[src/rtl/key_round_gen_if.sv]
`default_nettype none
// ============================================================================
// key_round_gen_if : round-key request / emission handshake bundle
// Rev 1.0
// ============================================================================
interface key_round_gen_if #(
   parameter int HALF_W = 56
);
   logic                  start;
   logic                  mode;
   logic [HALF_W-1:0]     c_in;
   logic [HALF_W-1:0]     d_in;
   logic                  abort;
   logic                  k_ready;
   logic                  k_valid;
   logic [2*HALF_W-1:0]   k_out;
   logic [3:0]            round;
   logic                  busy;
   logic                  done;

   modport master (
      output start, mode, c_in, d_in, abort, k_ready,
      input  k_valid, k_out, round, busy, done
   );

   modport slave (
      input  start, mode, c_in, d_in, abort, k_ready,
      output k_valid, k_out, round, busy, done
   );
endinterface
`default_nettype wire

[src/rtl/key_round_gen.sv]
`default_nettype none
// ============================================================================
// key_round_gen : DES-style C/D round-key generator, encrypt or decrypt order
// Rev 1.0
// ============================================================================
module key_round_gen #(
   parameter int HALF_W = 56
) (
   input  wire logic      clk_i,
   input  wire logic      rst_n_i,
   key_round_gen_if.slave kif
);

   localparam int c_HALF_ROT = 28;

   typedef enum logic [0:0] {
      ST_IDLE = 1'b0,
      ST_EMIT = 1'b1
   } state_t;

   state_t              state_q, state_d;
   logic [HALF_W-1:0]   c_q, c_d;
   logic [HALF_W-1:0]   d_q, d_d;
   logic [3:0]          round_q, round_d;
   logic                mode_q, mode_d;
   logic                done_q, done_d;
   logic [1:0]          enc_sh, dec_sh;

   // Shift amount s(idx) for schedule positions 1..16.
   function automatic logic [1:0] shift_amt(input logic [4:0] idx);
      case (idx)
         5'd1, 5'd2, 5'd9, 5'd16: shift_amt = 2'd1;
         default:                 shift_amt = 2'd2;
      endcase
   endfunction

   function automatic logic [HALF_W-1:0] rotl(input logic [HALF_W-1:0] x, input logic [1:0] n);
      if (n == 2'd1) rotl = {x[HALF_W-2:0], x[HALF_W-1]};
      else           rotl = {x[HALF_W-3:0], x[HALF_W-1:HALF_W-2]};
   endfunction

   function automatic logic [HALF_W-1:0] rotr(input logic [HALF_W-1:0] x, input logic [1:0] n);
      if (n == 2'd1) rotr = {x[0], x[HALF_W-1:1]};
      else           rotr = {x[1:0], x[HALF_W-1:2]};
   endfunction

   // Decrypt starts from the fully rotated key (sum of schedule = 28).
   function automatic logic [HALF_W-1:0] rotl_half(input logic [HALF_W-1:0] x);
      rotl_half = {x[HALF_W-c_HALF_ROT-1:0], x[HALF_W-1:HALF_W-c_HALF_ROT]};
   endfunction

   always_comb begin
      state_d = state_q;
      c_d     = c_q;
      d_d     = d_q;
      round_d = round_q;
      mode_d  = mode_q;
      done_d  = 1'b0;
      enc_sh  = shift_amt(5'(round_q) + 5'd2);
      dec_sh  = shift_amt(5'd16 - 5'(round_q));

      case (state_q)
         ST_IDLE: begin
            if (kif.start) begin
               mode_d  = kif.mode;
               round_d = 4'd0;
               state_d = ST_EMIT;
               if (kif.mode) begin
                  c_d = rotl_half(kif.c_in);
                  d_d = rotl_half(kif.d_in);
               end else begin
                  c_d = rotl(kif.c_in, 2'd1);
                  d_d = rotl(kif.d_in, 2'd1);
               end
            end
         end
         ST_EMIT: begin
            if (kif.abort) begin
               state_d = ST_IDLE;
               round_d = 4'd0;
            end else if (kif.k_ready) begin
               if (round_q == 4'd15) begin
                  state_d = ST_IDLE;
                  round_d = 4'd0;
                  done_d  = 1'b1;
               end else begin
                  round_d = round_q + 4'd1;
                  if (mode_q) begin
                     c_d = rotr(c_q, dec_sh);
                     d_d = rotr(d_q, dec_sh);
                  end else begin
                     c_d = rotl(c_q, enc_sh);
                     d_d = rotl(d_q, enc_sh);
                  end
               end
            end
         end
         default: state_d = ST_IDLE;
      endcase
   end

   always_ff @(posedge clk_i or negedge rst_n_i) begin
      if (!rst_n_i) begin
         state_q <= ST_IDLE;
         c_q     <= '0;
         d_q     <= '0;
         round_q <= 4'd0;
         mode_q  <= 1'b0;
         done_q  <= 1'b0;
      end else begin
         state_q <= state_d;
         c_q     <= c_d;
         d_q     <= d_d;
         round_q <= round_d;
         mode_q  <= mode_d;
         done_q  <= done_d;
      end
   end

   assign kif.k_valid = (state_q == ST_EMIT);
   assign kif.busy    = (state_q == ST_EMIT);
   assign kif.k_out   = {c_q, d_q};
   assign kif.round   = round_q;
   assign kif.done    = done_q;

endmodule
`default_nettype wire

[src/flat_wrapper.sv]
// flat-port wrapper written by rule: the top's interface ports become plain ports
module key_round_gen_flat 
#(
   parameter int HALF_W = 56
)
  (clk_i, rst_n_i, kif_start, kif_mode, kif_c_in, kif_d_in, kif_abort, kif_k_ready, kif_k_valid, kif_k_out, kif_round, kif_busy, kif_done);
  key_round_gen_if #(.HALF_W(HALF_W)) kif_i ();
  input  wire logic clk_i;
  input  wire logic rst_n_i;
  input wire logic [$bits(kif_i.start)-1:0] kif_start;
  input wire logic [$bits(kif_i.mode)-1:0] kif_mode;
  input wire logic [$bits(kif_i.c_in)-1:0] kif_c_in;
  input wire logic [$bits(kif_i.d_in)-1:0] kif_d_in;
  input wire logic [$bits(kif_i.abort)-1:0] kif_abort;
  input wire logic [$bits(kif_i.k_ready)-1:0] kif_k_ready;
  output wire logic [$bits(kif_i.k_valid)-1:0] kif_k_valid;
  output wire logic [$bits(kif_i.k_out)-1:0] kif_k_out;
  output wire logic [$bits(kif_i.round)-1:0] kif_round;
  output wire logic [$bits(kif_i.busy)-1:0] kif_busy;
  output wire logic [$bits(kif_i.done)-1:0] kif_done;
  assign kif_i.start = kif_start;
  assign kif_i.mode = kif_mode;
  assign kif_i.c_in = kif_c_in;
  assign kif_i.d_in = kif_d_in;
  assign kif_i.abort = kif_abort;
  assign kif_i.k_ready = kif_k_ready;
  assign kif_k_valid = kif_i.k_valid;
  assign kif_k_out = kif_i.k_out;
  assign kif_round = kif_i.round;
  assign kif_busy = kif_i.busy;
  assign kif_done = kif_i.done;
  key_round_gen #(.HALF_W(HALF_W)) u_core (.clk_i(clk_i), .rst_n_i(rst_n_i), .kif(kif_i));
endmodule
[config.mk]
export PLATFORM = sky130hd
export DESIGN_NAME = key_round_gen_flat
export DESIGN_NICKNAME = d
export VERILOG_FILES = /design/src/rtl/key_round_gen_if.sv /design/src/rtl/key_round_gen.sv /design/src/flat_wrapper.sv
export SDC_FILE = /design/constraint.sdc
export NUM_CORES = 1
export LEC_CHECK = 0
export BUFFER_PORTS_ARGS = -buffer_cell sky130_fd_sc_hd__buf_2
export CORE_MARGIN = 2
export CORE_UTILIZATION = 45
export DETAILED_ROUTE_END_ITERATION = 10
export GPL_TIMING_DRIVEN = 0
export HOLD_SLACK_MARGIN = 0.15
export PLACE_DENSITY = 0.7
export RECOVER_POWER = 50
export SKIP_LAST_GASP = 1
export SLEW_MARGIN = 20
export SYNTH_ARGS = -nofsm -noshare
export SYNTH_HDL_FRONTEND = slang
export SYNTH_SLANG_ARGS = --single-unit
[constraint.sdc]
create_clock -name clk_i -period 6.7 [get_ports clk_i]
set_clock_uncertainty 0.15 [all_clocks]
set_input_delay 1.34 -clock clk_i [delete_from_list [all_inputs] [get_ports clk_i]]
set_output_delay 1.34 -clock clk_i [all_outputs]
set_load 0.1 [all_outputs]
==> out/metrics.yaml, run 1 <==
cts_resized: 0
port_buffers: 234
status: "finished with violations"
yosys_most_used_dff: "dfrtp_1"
syn_to_final_growth_pct: 23.5
grt_pass1_vias: 10200
required_ns: 6.84
cp-startpoint: "kif_start"
max_freq_mhz: 280
critPathArrivalTime_ns: 3.72
slowest_delay_ns: 0.72
ys_seq_elements: 119
final_nets: 1467
drtAntennaViolNets: 0
cts_hold_buf: 0
drcViolationCount: 0
dieArea_um2: 21400
root_buffer: "clkbuf_16"
die_h_um: 146
viasPerCell: 6.75
path_clk_slew_ns: 0.06
place_ws_ns: 2.79
cp_slowest_cell: "clkbuf_1"
violations: "max-capacitance violations, max-slew violations"
power.leakage_nw: 4.57
drtPass1Iterations: 6
p_per_area_nw_per_um2: 488
die_x_um: 146
setup_slack_ns: 3.13
finalMaxSlewViolations: 33
syn-cell-area_um2: 9130
hold_path.class: "reg2reg"
clockBufferDepth: 2
setup.worst_path.start_class: "input port"
final-setup-viol-count: 0
period_share: 0.534
drive_gt1_frac: 0.194
maxCapViolCount: 1
peakVddDrop_uv: 331
drt_wl_total_mm: 37.5
grt_max_degree: 88
post_cts_buffers: 0
synth-seq-area-share: 0.326
cts_tree: "built"
clk_latency_ns: 0.42
h-tree-depth: 4
grt_pass1_wl_mm: 58.2
cp-end-kind: "flop"
hp-start: "u_core.kif.busy"
design.portCount: 237
numCtsBuffers: 17
finalSetupTns_ns: 0
finalCriticalPeriod_ns: 3.57
path_cells: "buf_2 -> nor2b_1 -> clkbuf_1 -> clkbuf_1 -> clkbuf_1 -> nand2_1 -> o31ai_1 -> a31oi_1"
antenna_found_initial: 1
avgRoutedWirePerCell_um: 23.0
hold_viol: 0
synth_cell_types: 37
rows: 52
drt_first_iter_violations: 1605
grt_usage: 0.342
start_util: 0.455
ys_warn_count: 0
reg2reg_slack_ns: 3.69
synth-edff-count: 0
syn_avg_cell_area_um2: 8.38
maxSlewHeadroom: -0.312
place_hpwl_mm: 27.7
worst-setup-path-type: "in2reg"
coreArea_um2: 20000
gp_congestion: 0.993
r2r_start: "u_core.kif.busy"
crit_top_cell: "clkbuf_1"
fillers: 1967
overflow: 0
crit_path_max_fanout: 10
via_count: 11000
syn_nets: 1213
async_reset_ff_frac: 1.00
rsz0062_at_grt: "false"
synthCells: 1089
clock-sinks: 119
tightest_slew_ns: 1.97
layer usage:
| layer | global-route usage | wire, um | vias to the layer above |
|---|---|---|---|
| met3 | 0.0759 | 3690 | 110 |
| li1 | - | - | 4848 |
| met5 | 0 | 0 | - |
| met1 | 0.479 | 15400 | 5313 |
| met2 | 0.512 | 16900 | 704 |
| met4 | 0.141 | 1490 | 0 |
registers in the layout (all words and copies together), names as in the netlist:
register          count
u_core.kif.busy       1
u_core.d_q           56
u_core.kif.round      4
u_core.c_q           56
u_core.kif.done       1
u_core.mode_q         1
Yosys cell counts, drive strengths merged (2+ instances only):
master | n | area share
a221oi | 112 | 0.11
a31oi | 113 | 0.077
buf | 52 | 0.029
clkbuf | 87 | 0.036
dfrtp | 119 | 0.33
ha | 6 | 0.0082
inv | 3 | 0.0012
mux2i | 113 | 0.12
nand2 | 115 | 0.047
nand3 | 228 | 0.13
nor2 | 2 | 0.00082
nor2b | 3 | 0.0021
o21ai | 2 | 0.0011
o31ai | 112 | 0.092
o32ai | 2 | 0.0019
xnor2 | 2 | 0.0019
worst paths after layout:
kind	to	cells after the start
worst max-delay path	u_core.c_q[39]	8
worst min-delay path	u_core.kif.round[0]	1
worst max register to register	u_core.c_q[39]	7
worst min register to register	u_core.kif.round[0]	1
max in group asynchronous	u_core.d_q[19]	2
min in group asynchronous	u_core.c_q[20]	1
cell type report:
class                   instances  area (um2)  area share
diodes                          1        2.50    0.000222
plain buffers                 139         588      0.0522
clock buffers                  21         480      0.0426
clock inverters                11         194      0.0172
inverters                       3        11.3    0.000999
multi-input cells             828        5550       0.492
flip-flops and latches        119        2980       0.264
well taps                     270         338      0.0300
repair buffers                235        1130       0.100
cells by family (layout without fill, tap and decap cells):
logic type,count (synthesis),count (layout),share of synthesized area
XOR/XNOR,2,2,0.00192
other,0,1,0
AO/OA/AOI/OAI,352,352,0.292
buffers and inverters,142,409,0.0657
adder cells (fa/ha/maj),6,6,0.00823
flip-flops,119,119,0.326
multiplexers,114,114,0.125
AND/OR/NAND/NOR,354,354,0.180
power breakdown:
| part | internal, mW | switching [mW] |
|---|---|---|
| Clock | 0.699 | 0.353 |
| Combinational | 0.569 | 2.52 |
| Sequential | 0.932 | 0.425 |
metrics by stage:
| step | instances | cell area (um2) | hold slack, ns | util | power, mW |
|---|---|---|---|---|---|
| after floorplan | 1089 | 9130 | 0.791 | - | 3.68 |
| final | 1627 | 11300 | 0.490 | 0.562 | 5.50 |
| after global placement | 1593 | 10600 | 0.461 | 0.531 | 4.41 |
| after CTS | 1626 | 11300 | 0.489 | 0.566 | 5.47 |
| after global routing | 1627 | 11300 | 0.518 | 0.562 | 5.69 |
| after detailed placement | 1594 | 10700 | 0.477 | 0.533 | 4.42 |
placed cells by master, fill, tap and decap left out, types with 2 or more instances in the layout:
| master | instances |
|---|---|
| nand3_1 | 228 |
| buf_2 | 219 |
| clkbuf_1 | 143 |
| dfrtp_1 | 119 |
| nand2_1 | 115 |
| mux2i_1 | 113 |
| a31oi_1 | 113 |
| a221oi_1 | 112 |
| o31ai_1 | 112 |
| clkbuf_16 | 17 |
| buf_1 | 7 |
| ha_1 | 6 |
| bufinv_16 | 5 |
| buf_4 | 4 |
| clkinvlp_4 | 4 |
| clkbuf_8 | 4 |
| nor2b_1 | 3 |
| inv_1 | 2 |
| nor2_1 | 2 |
| xnor2_1 | 2 |
| o32ai_1 | 2 |
| o21ai_0 | 2 |
worst max-delay path: cells and delay by family:
family	cells	cell delay (ns)
buf+inv	4	1.86
simple gates	2	0.30
compound gates	2	0.20
Power figures use the tool's default switching activity.
==> run 2, diff against run 1 <==
- ABC_AREA: unset -> 1
- PLACE_DENSITY: 0.7 -> 0.68
- clock period: 6.7 -> 3.4 ns (I/O delays scaled with it)
==> run 2 against run 1 <==
  * The flow now finishes without violations
  * Core utilization shrank 1.6 points
  * Register-to-register slack lost 3.3 ns
  * Setup slack lost 2.7 ns
  * Clock-buffer cell count shrank 2
  * First-iteration DRC count shrank 2.1%
  * Flip-flop and latch count is the same
  * Sequential share of layout area shrank 4.1 points
==> out/metrics.yaml, run 2 <==
slowest_delay_ns: 0.65  # was 0.72 ns
syn_to_final_growth_pct: 19.2  # was 23.5%
synth_cell_types: 21  # was 37
syn_avg_cell_area_um2: 5.76  # was 8.38 um2
p_per_area_nw_per_um2: 1050  # was 488 nW/um2
grt_usage: 0.366  # was 0.342
die_h_um: 162  # was 146 um
clk_latency_ns: 0.44  # was 0.42 ns
reg2regPathDepth: 10  # was 7
finalCriticalPeriod_ns: 3.02
cp_num_cells: 10  # was 8
critPathArrivalTime_ns: 3.20  # was 3.72 ns
grt_max_degree: 66  # was 88
port_buffers: 235  # was 234
cts_resized: 0  # unchanged
peakVddDrop_uv: 747  # was 331 uV
grt_pass1_wl_mm: 74.8  # was 58.2 mm
drt_first_iter_violations: 1571  # was 1605
fillers: 2645  # was 1967
period_share: 0.890
async_reset_ff_frac: 1.00  # unchanged
via_count: 14700  # was 11000
synthCells: 1941  # was 1089
drtAntennaViolNets: 0  # unchanged
overflow: 0  # unchanged
yosys-top-cells-count: "nand2_1 (680), nand3_1 (565), a21oi_1 (196)"  # was nand3_1 (228), dfrtp_1 (119), nand2_1 (115)
rsz0062_at_grt: "false"  # unchanged
grt_pass1_vias: 13200  # was 10200
final_nets: 2321  # was 1467
start_util: 0.458  # was 0.455
max_freq_mhz: 331
syn_nets: 2065  # was 1213
cp_slowest_cell: "clkbuf_1"  # unchanged
crit_path_max_fanout: 10  # unchanged
dieArea_um2: 26100  # was 21400 um2
hold-worst-slack_ns: 0.353  # was 0.490 ns
grt.busiest_layer: "met2"  # unchanged
viasPerCell: 5.79  # was 6.75
crit_top_cell: "nand3_1"  # was clkbuf_1
setup.worst_path.start_class: "flop"  # was input port
finalMaxSlewViolations: 0  # was 33
drcViolationCount: 0  # unchanged
status: "completed"  # was finished with violations
gp_congestion: 1.07  # was 0.993
cp-end-kind: "flop"  # unchanged
drt_wl_total_mm: 49.0  # was 37.5 mm
path_delay_family: "buffers and inverters"  # unchanged
maxCapViolCount: 0  # was 1
tightest_slew_ns: 1.42  # was 1.97 ns
power.leakage_nw: 7.07  # was 4.57 nW
ys_seq_elements: 119  # unchanged
syn-cell-area_um2: 11200  # was 9130 um2
clock-sinks: 119  # unchanged
worst-setup-path-type: "reg2reg"  # was in2reg
place_hpwl_mm: 37.1  # was 27.7 mm
design.portCount: 237  # unchanged
grt.met3_usage: 0.0675  # was 0.0759
required_ns: 3.58  # was 6.84 ns
root_buffer: "clkbuf_16"  # unchanged
dp_cells: 2501  # was 1594
maxSlewHeadroom: 0.0525  # was -0.312
h-tree-depth: 4  # unchanged
hold_path.class: "reg2reg"  # unchanged
synth-seq-area-share: 0.266  # was 0.326
avgRoutedWirePerCell_um: 19.3  # was 23.0 um
antenna_found_initial: 0  # was 1
die_x_um: 162  # was 146 um
yosysTopAreaCell: "dfrtp_1"  # unchanged
path_cells: "inv_1 -> ha_1 -> inv_1 -> clkbuf_1 -> clkbuf_1 -> nand3_1 -> nand3_1 -> nand3_1 -> nand2_1 -> nand2_1"  # was buf_2 -> nor2b_1 -> clkbuf_1 -> clkbuf_1 -> clkbuf_1 -> nand2_1 -> o31ai_1 -> a31oi_1
instances_no_fill: 2535  # was 1627
synth_top_area_frac: 0.266  # was 0.326
synthMostInstantiatedCell: "nand2_1"  # was nand3_1
rows: 57  # was 52
cts_hold_buf: 1  # was 0
ys_warn_count: 0  # unchanged
path_clk_slew_ns: 0.06  # about the same
final_common_cell: "nand2_1"  # was nand3_1
clockBufferDepth: 2  # unchanged
final_cell_mix: "nand2_1 (680), nand3_1 (565), buf_2 (224)"  # was nand3_1 (228), buf_2 (219), clkbuf_1 (143)
use_met1: 0.507  # was 0.479
final-setup-viol-count: 0  # unchanged
cts_tree: "built"  # unchanged
min_path_cells: 2  # was 1
hold_viol: 0  # unchanged
coreArea_um2: 24400  # was 20000 um2
numCtsBuffers: 17  # unchanged
use_met2: 0.561  # was 0.512
synth-edff-count: 0  # unchanged
critical_path_buf_inv_count: 4  # unchanged
drive_gt1_frac: 0.139  # was 0.194
drtPass1Iterations: 6  # unchanged
post_cts_buffers: 0  # unchanged
yosys_most_used_dff: "dfrtp_1"  # unchanged
synth.area.top_cells: "dfrtp_1 (27%), nand3_1 (25%), nand2_1 (23%)"  # was dfrtp_1 (33%), nand3_1 (13%), mux2i_1 (12%)
run 2: cell types whose count changed after synthesis, moves of 19 or more:
| cell | delta |
|---|---|
| mux2i_1 | -113 |
| inv_1 | +134 |
| a221oi_1 | -112 |
| nand2_1 | +565 |
| clkbuf_1 | -19 |
| nand3_1 | +337 |
| a21oi_1 | +195 |
| o21ai_0 | +28 |
| buf_6 | +20 |
| a31oi_1 | -113 |
| o31ai_1 | -112 |
run 2: worst reg2reg max path, stage by stage, from the launching register on:
cell and delay [ns]:
dfrtp_1 0.48, inv_1 0.12, ha_1 0.30, inv_1 0.18, clkbuf_1 0.65, clkbuf_1 0.50
nand3_1 0.13, nand3_1 0.12, nand3_1 0.10, nand2_1 0.13, nand2_1 0.05
run 2: layout make-up:
cell class / instances / area, um2 / area share
antenna: 1 / 2.50 / 0.000188
buffer: 173 / 933 / 0.0700
clock buffer: 19 / 453 / 0.0340
clock inverter: 13 / 146 / 0.0110
inverter: 141 / 529 / 0.0397
multi-input combinational: 1508 / 6740 / 0.505
sequential: 119 / 2980 / 0.223
tap: 324 / 405 / 0.0304
timing repair buffer: 237 / 1150 / 0.0860
run 2: cell families (layout without fill, tap and decap cells):
logic type | after synthesis | after routing | share of synthesized area
flip-flops | 119 | 119 | 0.266
adder cells (fa/ha/maj) | 6 | 6 | 0.00671
AO/OA/AOI/OAI | 235 | 235 | 0.106
AND/OR/NAND/NOR | 1267 | 1267 | 0.490
buffers and inverters | 314 | 583 | 0.131
other | 0 | 1 | 0
run 2: power breakdown:
part           internal, mW  leakage (nW)  switching (mW)
sequential             1.92          1.46           0.467
combinational          2.11          5.32            7.54
clock                  1.13         0.279           0.809
run 2: final timing paths:
check / slack [ns] / endpoint / startpoint
min: 0.35 / u_core.d_q[41] / u_core.d_q[41]
max: 0.38 / u_core.c_q[26] / u_core.kif.round[1]
min in group asynchronous: 0.93 / u_core.c_q[39] / rst_n_i
max in group asynchronous: 1.14 / u_core.d_q[35] / rst_n_i
min reg2reg: 0.35 / u_core.d_q[41] / u_core.d_q[41]
max reg2reg: 0.38 / u_core.c_q[26] / u_core.kif.round[1]
run 2: stage by stage:
stage | area, um2 | TNS (ns) | util | power (mW) | setup WS (ns)
finish | 13300 | 0 | 0.547 | 14.0 | 0.376
global placement | 12800 | -11.08 | 0.523 | 11.9 | -0.107
floorplan | 11200 | 0 | - | 9.95 | 0.629
global route | 13300 | 0 | 0.546 | 14.7 | 0.307
CTS | 13400 | 0 | 0.550 | 13.9 | 0.477
detailed placement | 12800 | 0 | 0.525 | 11.9 | 0.495
run 2: routing by layer:
layer	up-vias	routed length, um
li1	6879	-
met1	6751	20400
met2	909	21600
met3	133	4990
met4	0	1990
met5	-	0
==> run 3, diff against run 2 <==
- BUFFER_PORTS_ARGS: -buffer_cell sky130_fd_sc_hd__buf_2 -> -buffer_cell sky130_fd_sc_hd__clkbuf_2
==> run 3 against run 2 <==
  * Clock power rose by 8%
  * Setup slack lost 0.077 ns
  * The flow now finishes with violations (design-rule violations, max-capacitance violations, max-slew violations)
  * Power increased by 1.1%
  * Flip-flop and latch count stayed put
  * Final area grew 0.33%
  * Global-route usage fell by 0.10 points
==> out/metrics.yaml, run 3 (synthesis gave the netlist of run 2 again) <==
swShare: 0.625  # was 0.631
gp_congestion: 1.00  # was 1.07
hold-worst-slack_ns: 0.354  # was 0.353 ns
die_h_um: 162  # unchanged
hold_viol: 0  # unchanged
drive_gt1_frac: 0.139  # about the same
holdPathEnd: "u_core.c_q[8]"  # was u_core.d_q[41]
hold_path.class: "reg2reg"  # unchanged
cts_resized: 0  # unchanged
rows: 57  # unchanged
peakVddDrop_uv: 838  # was 747 uV
hp-start: "u_core.c_q[8]"  # was u_core.d_q[41]
reg2reg_to: "u_core.c_q[22]"  # was u_core.c_q[26]
reg2reg_slack_ns: 0.30  # was 0.38 ns
grt_pass1_wl_mm: 74.2  # was 74.8 mm
p_per_area_nw_per_um2: 1060  # was 1050 nW/um2
internal_power_mw: 5.29  # was 5.16 mW
finish.utilization: 0.548  # was 0.547
final_common_cell: "nand2_1"  # unchanged
power.leakage_nw: 7.11  # was 7.07 nW
period_share: 0.912  # was 0.890
dp_cells: 2501  # unchanged
status: "finished with violations"  # was completed
maxSlewHeadroom: -0.362  # was 0.0525
worst-setup-path-type: "reg2reg"  # unchanged
maxCapViolCount: 1  # was 0
num_antenna_cells: 0  # was 1
overflow: 0  # unchanged
dieArea_um2: 26100  # unchanged
syn_to_final_growth_pct: 19.6  # was 19.2%
finalMaxSlewViolations: 37  # was 0
grt_pass1_vias: 12800  # was 13200
post_dp_cell_area_um2: 12800  # about the same
grt_max_degree: 84  # was 66
die_x_um: 162  # unchanged
place_hpwl_mm: 37.2  # was 37.1 mm
grt_usage: 0.365  # was 0.366
fillers: 2675  # was 2645
design.portCount: 237  # unchanged
seq_power_share: 0.171  # about the same
drtAntennaViolNets: 0  # unchanged
drt_wl_total_mm: 49.1  # was 49.0 mm
clock-sinks: 119  # unchanged
reg2regPathDepth: 7  # was 10
h-tree-depth: 4  # unchanged
rsz0062_at_grt: "false"  # unchanged
final-setup-viol-count: 0  # unchanged
drtPass1Iterations: 9  # was 6
root_buffer: "clkbuf_16"  # unchanged
clockBufferDepth: 2  # unchanged
combPwrFrac: 0.681  # was 0.690
multi_input_area_um2: 6740  # unchanged
viasPerCell: 5.80  # was 5.79
final_cell_mix: "nand2_1 (680), nand3_1 (565), a21oi_1 (196)"  # was nand2_1 (680), nand3_1 (565), buf_2 (224)
p_sw_mw: 8.83  # was 8.82 mW
setup.worst_path.start_class: "flop"  # unchanged
clk_latency_ns: 0.44  # about the same
cts_tree: "built"  # unchanged
required_ns: 3.62  # was 3.58 ns
instances_no_fill: 2534  # was 2535
cp-end-kind: "flop"  # unchanged
path_clk_slew_ns: 0.07  # was 0.06 ns
critPathArrivalTime_ns: 3.33  # was 3.20 ns
drt_first_iter_violations: 1761  # was 1571
seqCellArea_um2: 2980  # unchanged
fin_area_um2: 13400  # was 13300 um2
clockPowerShare: 0.147  # was 0.138
antenna_found_initial: 0  # unchanged
numCtsBuffers: 17  # unchanged
tightest_slew_ns: 2.04  # was 1.42 ns
max_freq_mhz: 322  # was 331 MHz
min_path_cells: 2  # unchanged
avgRoutedWirePerCell_um: 19.4  # was 19.3 um
crit_path_max_fanout: 10  # unchanged
start_util: 0.458  # unchanged
drcViolationCount: 1  # was 0
port_buffers: 235  # unchanged
final_nets: 2321  # unchanged
r2r_start: "u_core.kif.busy"  # was u_core.kif.round[1]
violations: "design-rule violations, max-capacitance violations, max-slew violations"
finalCriticalPeriod_ns: 3.10  # was 3.02 ns
via_count: 14700  # about the same
coreArea_um2: 24400  # unchanged
[run 3: cell type report]
type,instances,share of cell area
clock inverters,13,0.0145
clock buffers,19,0.0339
repair buffers,237,0.0856
inverters,141,0.0396
flip-flops and latches,119,0.223
multi-input cells,1508,0.504
plain buffers,173,0.0698
well taps,324,0.0303
[run 3: timing repair]
item                                    CTS  global route
buffers inserted                          0             0
endpoints found under the setup margin    0             0
hold buffers                              1             0
endpoints found under the hold margin    36             0
[run 3: worst max path at each step]
| stage | from | to | slack, ns | cells past startpoint |
|---|---|---|---|---|
| after global placement | rst_n_i | u_core.d_q[39] | -0.49 | 1 |
| after floorplan | u_core.kif.round[1] | u_core.c_q[36] | 0.63 | 10 |
| final | u_core.kif.busy | u_core.c_q[22] | 0.30 | 7 |
| after detailed placement | u_core.kif.round[1] | u_core.c_q[25] | 0.49 | 10 |
| after CTS | u_core.kif.round[1] | u_core.c_q[24] | 0.46 | 10 |
| after global routing | u_core.kif.busy | u_core.c_q[24] | 0.22 | 7 |
[run 3: power groups by stage]
stage                     clock, mW  sequential, mW  combinational, mW
final                          2.08            2.42               9.63
after global routing           2.14            2.47               10.3
after CTS                      2.08            2.41               9.56
after detailed placement          0            2.43               9.54
after global placement            0            2.41               9.49
after floorplan                   0            5.99               3.95
[run 3: metrics by stage]
| stage | setup TNS (ns) | total power, mW | setup WS, ns |
|---|---|---|---|
| 2_1_floorplan | 0 | 9.95 | 0.629 |
| 3_3_place_gp | -55.17 | 11.9 | -0.487 |
| 3_5_place_dp | 0 | 12.0 | 0.486 |
| 4_1_cts | 0 | 14.0 | 0.456 |
| 5_1_grt | 0 | 14.9 | 0.224 |
| 6_report | 0 | 14.1 | 0.298 |
[run 3: worst max-delay path, cell delays in order (launching register included)]
cell	delay, ns
dfrtp_1	0.37
clkbuf_1	0.66
clkbuf_1	0.73
clkbuf_1	0.56
a21oi_1	0.08
a21oi_1	0.31
nand2_1	0.09
nand2_1	0.06
[run 3: per-layer routing]
layer	track usage	wire length [um]	vias to the layer above
met5	0	0	-
met4	0.106	1200	0
met3	0.0699	5160	94
met2	0.563	21900	884
met1	0.521	20900	6833
li1	-	-	6886
